### config.mk
export PLATFORM = sky130hd
export DESIGN_NAME = delay_measure
export DESIGN_NICKNAME = d
export VERILOG_FILES = /design/src/rtl/delay_measure_pkg.sv /design/src/rtl/sync_edge.sv /design/src/rtl/delay_measure.sv
export SDC_FILE = /design/constraint.sdc
export NUM_CORES = 1
export LEC_CHECK = 0
export CAP_MARGIN = 30
export CORE_MARGIN = 1.5
export CORE_UTILIZATION = 25
export DETAILED_ROUTE_END_ITERATION = 10
export SYNTH_ARGS = -nofsm -noshare
export SYNTH_HDL_FRONTEND = slang
export SYNTH_SLANG_ARGS = --single-unit
### constraint.sdc
create_clock -name clk -period 2 [get_ports clk]
set_clock_uncertainty 0.1 [all_clocks]
set_input_delay 0.4 -clock clk [delete_from_list [all_inputs] [get_ports clk]]
set_output_delay 0.4 -clock clk [all_outputs]
set_load 0.005 [all_outputs]
### src/rtl/delay_measure_pkg.sv
// Shared types for the trigger-to-assert delay / pulse-width measurement block.
package delay_measure_pkg;

  typedef enum logic [2:0] {
    IDLE,
    WAIT_TRIG,
    MEAS_DELAY,
    MEAS_WIDTH,
    DONE
  } state_t;

  localparam logic [1:0] ST_OK    = 2'b00;
  localparam logic [1:0] ST_ABORT = 2'b01;
  localparam logic [1:0] ST_OVF   = 2'b10;

endpackage

### src/rtl/sync_edge.sv
// 2-FF synchroniser followed by a registered level plus one-cycle rise/fall pulses.
// Level and edge pulses change on the same clock, three cycles after the input.
module sync_edge #(
  parameter logic RESET_VAL = 1'b0
) (
  input  logic clk,
  input  logic rst_n,
  input  logic din,
  output logic level,
  output logic rise,
  output logic fall
);

  logic s1;
  logic s2;

  always_ff @(posedge clk or negedge rst_n) begin
    if (!rst_n) begin
      s1    <= RESET_VAL;
      s2    <= RESET_VAL;
      level <= RESET_VAL;
      rise  <= 1'b0;
      fall  <= 1'b0;
    end else begin
      s1    <= din;
      s2    <= s1;
      level <= s2;
      rise  <= s2 & ~level;
      fall  <= ~s2 & level;
    end
  end

endmodule

### src/rtl/delay_measure.sv
// Measures trigger-rise to output-assert delay and asserted width in clk cycles;
// results are held on a valid/ready interface until accepted.
module delay_measure
  import delay_measure_pkg::*;
#(
  parameter int CNT_WIDTH = 16
) (
  input  logic                 clk,
  input  logic                 rst_n,
  input  logic                 enable,
  input  logic                 trigger_in,
  input  logic                 delay_in_n,
  input  logic                 meas_ready,
  output logic                 meas_valid,
  output logic [CNT_WIDTH-1:0] meas_delay,
  output logic [CNT_WIDTH-1:0] meas_width,
  output logic [1:0]           meas_status,
  output logic                 missed
);

  localparam logic [CNT_WIDTH-1:0] CNT_MAX = '1;
  localparam logic [CNT_WIDTH-1:0] CNT_ONE = {{(CNT_WIDTH-1){1'b0}}, 1'b1};

  logic trig_lvl_unused;
  logic trig_rise;
  logic trig_fall;
  logic del_lvl;
  logic del_rise;
  logic del_fall;

  sync_edge #(.RESET_VAL(1'b0)) u_trig_sync (
    .clk   (clk),
    .rst_n (rst_n),
    .din   (trigger_in),
    .level (trig_lvl_unused),
    .rise  (trig_rise),
    .fall  (trig_fall)
  );

  sync_edge #(.RESET_VAL(1'b1)) u_del_sync (
    .clk   (clk),
    .rst_n (rst_n),
    .din   (delay_in_n),
    .level (del_lvl),
    .rise  (del_rise),
    .fall  (del_fall)
  );

  state_t               state, state_nxt;
  logic [CNT_WIDTH-1:0] cnt, cnt_nxt;
  logic [CNT_WIDTH-1:0] elapsed;
  logic [CNT_WIDTH-1:0] delay_nxt, width_nxt;
  logic [1:0]           status_nxt;
  logic                 valid_nxt, missed_nxt;

  always_ff @(posedge clk or negedge rst_n) begin
    if (!rst_n) begin
      state       <= IDLE;
      cnt         <= '0;
      meas_valid  <= 1'b0;
      meas_delay  <= '0;
      meas_width  <= '0;
      meas_status <= ST_OK;
      missed      <= 1'b0;
    end else begin
      state       <= state_nxt;
      cnt         <= cnt_nxt;
      meas_valid  <= valid_nxt;
      meas_delay  <= delay_nxt;
      meas_width  <= width_nxt;
      meas_status <= status_nxt;
      missed      <= missed_nxt;
    end
  end

  // cnt is zero in the cycle after the start event, so elapsed = cnt + 1.
  // Saturation triggers once cnt == MAX, i.e. when elapsed would no longer fit.
  always_comb begin
    state_nxt  = state;
    cnt_nxt    = cnt;
    delay_nxt  = meas_delay;
    width_nxt  = meas_width;
    status_nxt = meas_status;
    valid_nxt  = meas_valid;
    missed_nxt = missed;
    elapsed    = cnt + CNT_ONE;

    unique case (state)
      IDLE: begin
        if (enable) state_nxt = WAIT_TRIG;
      end
      WAIT_TRIG: begin
        if (trig_rise) begin
          cnt_nxt = '0;
          if (!del_lvl) begin
            delay_nxt = '0;
            state_nxt = MEAS_WIDTH;
          end else begin
            state_nxt = MEAS_DELAY;
          end
        end
      end
      MEAS_DELAY: begin
        if (cnt == CNT_MAX) begin
          delay_nxt  = CNT_MAX;
          width_nxt  = '0;
          status_nxt = ST_OVF;
          valid_nxt  = 1'b1;
          state_nxt  = DONE;
        end else if (del_fall) begin
          delay_nxt = elapsed;
          cnt_nxt   = '0;
          state_nxt = MEAS_WIDTH;
        end else if (trig_fall) begin
          delay_nxt  = elapsed;
          width_nxt  = '0;
          status_nxt = ST_ABORT;
          valid_nxt  = 1'b1;
          state_nxt  = DONE;
        end else begin
          cnt_nxt = elapsed;
        end
      end
      MEAS_WIDTH: begin
        if (cnt == CNT_MAX) begin
          width_nxt  = CNT_MAX;
          status_nxt = ST_OVF;
          valid_nxt  = 1'b1;
          state_nxt  = DONE;
        end else if (del_rise) begin
          width_nxt  = elapsed;
          status_nxt = ST_OK;
          valid_nxt  = 1'b1;
          state_nxt  = DONE;
        end else begin
          cnt_nxt = elapsed;
        end
      end
      DONE: begin
        if (trig_rise) missed_nxt = 1'b1;
        if (meas_ready) begin
          valid_nxt  = 1'b0;
          missed_nxt = trig_rise;
          delay_nxt  = '0;
          width_nxt  = '0;
          status_nxt = ST_OK;
          state_nxt  = enable ? WAIT_TRIG : IDLE;
        end
      end
      default: state_nxt = IDLE;
    endcase

    // Disarming abandons an in-flight measurement; a pending result survives.
    if (!enable && state != DONE) begin
      state_nxt  = IDLE;
      cnt_nxt    = '0;
      valid_nxt  = 1'b0;
      delay_nxt  = '0;
      width_nxt  = '0;
      status_nxt = ST_OK;
    end
  end

endmodule

## Word level (Yosys, flattened, before mapping)

Index checks and enable logic that the tools add are counted.

- Input bits: 6
- Output and inout port bits: 36
- Bits in registers: 65
- Word-level logic and storage cells: 109

- Bitwise logic cells: 8
- Mux-type cells: 53
- Equal/unequal tests: 18
- Reductions and logical operators: 12
- $add $sub $neg: 1

Operators by type and width:

| operator | count |
|---|---|
| $mux W16 | 20 |
| $pmux W16 S3 | 3 |
| $mux W3 | 9 |
| $ne A3 B3 Y1 const B | 7 |
| $add A16 B1 Y16 const B | 1 |
| $eq A16 B16 Y1 const B | 1 |
| $pmux W3 S5 | 1 |
| $reduce_and A5 Y1 | 3 |
| $mux W2 | 7 |
| $ne A4 B3 Y1 const B | 3 |
| $reduce_bool A4 Y1 | 3 |
| $mux W1 | 11 |
| $eq A3 B2 Y1 const B | 2 |
| $pmux W2 S3 | 1 |
| $reduce_and A6 Y1 | 1 |
| $ne A5 B3 Y1 const B | 1 |
| $and A1 B1 Y1 | 4 |
| $ne A4 B4 Y1 const B | 1 |
| $not A1 Y1 | 4 |
| $eq A3 B1 Y1 const B | 1 |
| $eq A3 B3 Y1 const B | 1 |
| $logic_not A3 Y1 | 1 |
| $ne A3 B2 Y1 const B | 1 |
| $pmux W1 S3 | 1 |
| other kinds (4) | 4 |

## Depth between registers and ports, before layout

Gate-level depths: netlist (run 1).

- Word-level depth: 6
- Gate-level depth with buffers: 9
- Gate-level depth less buffers: 6

## Hierarchy

A second synthesis (run 1) with hierarchy kept.

- Cell total of the unflattened synthesis: 336
- Area, all modules: 3382.0 um^2

Modules (own cells, without submodules):

| module | area an instance (um^2) | cells an instance | times used |
|---|---|---|---|
| delay_measure | 3098.0 | 322 | 1 |
| sync_edge (u_del_sync) | 143.9 | 7 | 1 |
| sync_edge (u_trig_sync) | 140.1 | 7 | 1 |

## Worst setup path after synthesis (run 1)

Ideal clock, no wire load.

- Path type: flip-flop to flip-flop
- Start point: register cnt[0]
- End point: register meas_delay[15]
- Data arrival time: 2.036 ns
- Path buffers: 1
- Path slack: -0.261 ns
- Data required time: 1.775 ns
- Clock period less this slack: 2.261 ns
- Library setup time: 0.125 ns
- Cell stages (with the launch flop): 8
- Path through: dfrtp_1 -> ha_1 -> nand3_1 -> nor2_4 -> nand2_4 -> a221oi_4 -> buf_6 -> mux2_2

- Word-level cells in the longest chain between the ends: 6
- Elaborated cells on any way between the ends: 9
- Those cells by class: add/sub: 1; eq/ne: 2; mux: 5; reduce/logical: 1

RTL lines:

| element | line | RTL |
|---|---|---|
| from (decl) | delay_measure.sv:50 | `logic [CNT_WIDTH-1:0] cnt, cnt_nxt;` |
| from (signal assigned) | delay_measure.sv:67 | `cnt <= cnt_nxt;` |
| $add A16 B1 Y16 | delay_measure.sv:86 | `elapsed = cnt + CNT_ONE;` |
| $mux W16 | delay_measure.sv:114 | `end else if (trig_fall) begin` |
| $mux W16 | delay_measure.sv:110 | `end else if (del_fall) begin` |
| $mux W16 | delay_measure.sv:104 | `if (cnt == CNT_MAX) begin` |
| $pmux W16 S3 | delay_measure.sv:88 | `unique case (state)` |
| $mux W16 | delay_measure.sv:154 | `if (!enable && state != DONE) begin` |
| to (signal assigned) | delay_measure.sv:69 | `meas_delay <= delay_nxt;` |
| to (decl) | delay_measure.sv:15 | `output logic [CNT_WIDTH-1:0] meas_delay,` |

Several ways; a longest one is shown, not always the timed one. The select of a mux whose other input is x is not followed.
A chain may end at the register's enable or synchronous reset.

## Worst setup path after layout (run 1)

- Start point: register state[0]
- End point: register meas_width[2]

- Word-level cells in the longest chain between the ends: 4
- Elaborated cells on any way between the ends: 13
- Those cells by class: eq/ne: 8; mux: 2; reduce/logical: 3

RTL lines:

| element | line | RTL |
|---|---|---|
| from (decl) | delay_measure.sv:49 | `state_t state, state_nxt;` |
| from (signal assigned) | delay_measure.sv:66 | `state <= state_nxt;` |
| $ne A3 B3 Y1 | delay_measure.sv:154 |  |
| $logic_and A1 B1 Y1 | delay_measure.sv:154 |  |
| $ne A4 B4 Y1 (no line) (tied with other cells) | -- |  |
| $reduce_and A5 Y1 (no line) | -- |  |
| to (signal assigned) | delay_measure.sv:70 | `meas_width <= width_nxt;` |
| to (decl) | delay_measure.sv:16 | `output logic [CNT_WIDTH-1:0] meas_width,` |

Several ways; a longest one is shown, not always the timed one.

==> impl_metrics.env, run 1 <==
export IMPL_syn_area_mm2=0.00338
export IMPL_cp_start_kind="flip-flop"
export IMPL_final_nets=454
export IMPL_wl_per_cell_um=16.1
export IMPL_crit_slowest_cell="dfrtp_2"
export IMPL_dr_pass1_iters=4
export IMPL_drv_cap=0
export IMPL_p_switching_w=0.00142
export IMPL_io_pins=42
export IMPL_dp_hpwl_um=6520
export IMPL_worstSetupPathType="flip-flop to flip-flop"
export IMPL_cts_made_buffers=9
export IMPL_n_antenna_cell=0
export IMPL_die_area_mm2=0.0142
export IMPL_syn_num_nets=330
export IMPL_crit_chain="or3b_4 -> nor2b_4 -> o22ai_2 -> a21o_1 -> buf_6 -> mux2_4"
export IMPL_period_minus_slack_ns=2.04
export IMPL_grt_pass1_vias=3073
export IMPL_drive_above_1_share_pct=40.9
export IMPL_cts_sinks=65
export IMPL_synth_top_cell_area_share_pct=46.0
export IMPL_hp_class="flip-flop to flip-flop"
export IMPL_max_freq_ghz=0.491
export IMPL_ys_ff_latch=65
export IMPL_ys_async_sr_fraction_pct=100
export IMPL_vdd_drop_max_mv=0.517
export IMPL_yosys_warnings=0
export IMPL_port_buffers=41
export IMPL_die_h_um=119
export IMPL_ys_top_cells_by_count="dfrtp_1 (62), mux2_2 (33), nor2_1 (23), nand2_1 (19), a21oi_1 (16)"
export IMPL_grt_total_usage_pct=13.5
export IMPL_yosys_most_used_dff="dfrtp_1"
export IMPL_dr_wl_met2_um=5000
export IMPL_drt_initial_drc_count=189
export IMPL_r2r_start="state[0]"
export IMPL_overflow=0
export IMPL_ant_nets=0
export IMPL_cts_root_buf="clkbuf_16"
export IMPL_endpoint_kind="flip-flop"
export IMPL_yosysTopAreaCell="dfrtp_1"
export IMPL_grt_max_degree=41
export IMPL_h_tree_depth=3
export IMPL_routed_top_layer="met4"
export IMPL_holdWs_ns=0.251
export IMPL_outcome="finished, violations left"
export IMPL_finalSetupViolations=14
export IMPL_rsz0062_at_grt="true"
export IMPL_totalWireLength_um=10100
export IMPL_crit_start="state[0]"
export IMPL_holdPathStages=0
export IMPL_worstMarginPinSlew_ns=0.496
export IMPL_die_w_um=119
export IMPL_clockBufferDepth=2
export IMPL_viasPerCell=4.97
export IMPL_met1_length_um=4500
export IMPL_tritoncts="done"
export IMPL_max_stage_delay_ns=0.44
export IMPL_power_density_mw_per_mm2=905
export IMPL_worstHoldStart="u_trig_sync.s1"
export IMPL_area_delta_synth_final_pct=57.1
export IMPL_hold_viol=0
export IMPL_sw_frac_of_total_pct=29.5
export IMPL_cp_max_fo=8
export IMPL_slew_viol_final=0
export IMPL_pwr_share_seq_pct=30.3
export IMPL_drc_errors=0
export IMPL_p_clk_share_pct=33.6
export IMPL_initial_utilization_pct=25.6
export IMPL_grt_first_pass_wirelength_um=15400
export IMPL_synth_cell_types=50
export IMPL_netlist_instances=323
export IMPL_rows=42
export IMPL_combPwrFrac_pct=36.1
export IMPL_place_inst=592
export IMPL_synth_most_common_cell="dfrtp_1"
export IMPL_antenna_found_initial=0
export IMPL_gp_congestion=0.888
export IMPL_yosysSeqAreaShare_pct=48.3
export IMPL_synth_area_top_cells="dfrtp_1 (46%), mux2_2 (11%), a41oi_1 (2.9%), a31oi_1 (2.6%), nor2_1 (2.6%)"
export IMPL_worst_ep_arrival_time_ns=2.15
export IMPL_p_leak_nw=2.28
export IMPL_timing_final_crit_share_pct=102
export IMPL_synth_edff_count=0
export IMPL_core_area_mm2=0.0132
export IMPL_fillCellCount=1234
export IMPL_total_power_w=0.00480
export IMPL_setup_slack_ns=-0.0374
export IMPL_vias=3112
export IMPL_p_int_w=0.00338
export IMPL_clock_latency_ns=0.34
export IMPL_finalNonFillerCells=626
export IMPL_required_ns=2.11
export IMPL_max_slew_margin_pct=66.9
export IMPL_violations="negative setup slack"
export IMPL_cts_clk_slew_worst_paths_ns=0.05
export IMPL_route_met3_wl_um=391
export IMPL_synth_avg_cell_area_um2=10.5
export IMPL_ff2ff_path_depth=6
-- worst max-delay path, delay by kind of cell (launching register included) --
| family | cells | cell delay [ns] |
|---|---|---|
| buffers and inverters | 1 | 0.20 |
| AO/OA/AOI/OAI | 2 | 0.31 |
| AND/OR/NAND/NOR | 2 | 0.54 |
| flip-flops | 1 | 0.44 |
| multiplexers | 1 | 0.31 |
-- stage by stage --
stage                     setup TNS, ns  setup slack, ns  utilization, %  cell area [um2]
final                            -0.372          -0.0374            40.2             5300
after global routing              -1.96          -0.0910            40.2             5300
after CTS                        -0.170          -0.0267            37.3             4920
after floorplan                   -4.47           -0.162               -             3380
after global placement           -23.85           -0.580            33.9             4470
after detailed placement         -25.02           -0.593            33.9             4470
-- repair_timing --
item	4_1_cts	5_1_grt
pin swaps	7	6
hold endpoints to repair	22	0
cloned	1	2
gates resized for setup	27	63
buffers inserted	5	12
hold buffers	1	0
endpoints found under the setup margin	52	47
-- layout by cell type (no fill, tap or decap), drive strengths merged, types with 2 or more instances in the layout --
master         synthesis  layout
nand2                 20      20
a31oi                 14      14
nor4                   3       3
a41oi                 11      11
o211ai                 2       2
o21ai                  3       3
nand4                 11      11
mux2i                  5       5
nand2b                 5       5
and4                   4       4
nand4b                 3       3
a21oi                 17      17
o2111ai                4       4
and3                   3       3
nand3                  9       9
buf                   13      95
o21bai                 2       2
inv                   11      11
and2                   4       4
nor3                   6       6
clkbuf                12      12
a21boi                 2       2
clkdlybuf4s50          0      38
dfrtp                 62      62
nor2b                  7       7
nor2                  24      24
mux2                  33      33
clkinv                 0       2
bufinv                 0       2
a211oi                 5       5
dfstp                  3       3
o22ai                  6       6
xnor2                  5       5
-- flip-flops by register name (all words and copies together) (netlist names) --
| register | count |
|---|---|
| meas_valid | 1 |
| state | 3 |
| u_del_sync.s2 | 1 |
| meas_delay | 16 |
| u_del_sync.fall | 1 |
| u_del_sync.rise | 1 |
| missed | 1 |
| meas_status | 2 |
| meas_width | 16 |
| cnt | 16 |
| u_trig_sync.rise | 1 |
| u_del_sync.s1 | 1 |
| u_trig_sync.s2 | 1 |
| u_trig_sync.fall | 1 |
| u_trig_sync.s1 | 1 |
| u_trig_sync.level | 1 |
| u_del_sync.level | 1 |
-- metal layers --
| layer | up-vias | global-route usage, % |
|---|---|---|
| met1 | 1565 | 17.2 |
| li1 | 1449 | - |
| met2 | 83 | 22.1 |
| met3 | 15 | 2.25 |
| met5 | - | 0 |
| met4 | 0 | 6.55 |
-- layout make-up --
cell class,count,area [um2],share of cell area (%)
Clock inverter,4,70.1,1.32
Tap cell,176,220,4.15
Sequential cell,65,1630,30.8
Clock buffer,10,229,4.32
Multi-Input combinational cell,222,1880,35.5
Timing Repair Buffer,138,1230,23.2
Inverter,11,41.3,0.779
-- cell families (layout without fill, tap and decap cells) --
family | after synthesis | in the layout | synth area share [%]
simple gates | 103 | 103 | 16.4
compound gates | 75 | 75 | 16.0
fa+ha+maj | 1 | 1 | 0.371
xor+xnor | 5 | 5 | 1.30
mux | 38 | 38 | 12.5
buf+inv | 36 | 163 | 5.15
flops | 65 | 65 | 48.3
-- power groups by stage --
| stage | logic, W | clock network, W | registers (W) |
|---|---|---|---|
| 6_report | 0.00173 | 0.00161 | 0.00146 |
| 5_1_grt | 0.00182 | 0.00169 | 0.00146 |
| 4_1_cts | 0.00141 | 0.00164 | 0.00145 |
| 3_5_place_dp | 0.00123 | 0 | 0.00148 |
| 3_3_place_gp | 0.00121 | 0 | 0.00148 |
| 2_1_floorplan | 0.000699 | 0 | 0.00144 |
-- worst paths after layout --
kind | to | slack (ns)
min in group asynchronous | missed | 0.50
setup / recovery | meas_width[2] | -0.04
setup reg to reg | meas_width[2] | -0.04
max in group asynchronous | state[2] | 0.87
hold reg to reg | u_trig_sync.s2 | 0.25
hold / removal | u_trig_sync.s2 | 0.25
(Power assumes the default switching activity.)
==> run 2: changes to the inputs <==
--- a/config.mk
+++ b/config.mk
@@ -5,10 +5,12 @@
 export SDC_FILE = /design/constraint.sdc
 export NUM_CORES = 1
 export LEC_CHECK = 0
+export ABC_CLOCK_PERIOD_IN_PS = 2000
 export CAP_MARGIN = 30
 export CORE_MARGIN = 1.5
 export CORE_UTILIZATION = 25
 export DETAILED_ROUTE_END_ITERATION = 10
+export SLEW_MARGIN = 10
 export SYNTH_ARGS = -nofsm -noshare
 export SYNTH_HDL_FRONTEND = slang
 export SYNTH_SLANG_ARGS = --single-unit
==> results of run 2 <==
Same layout as run 1: the final DEF is identical, and so are final timing and power.
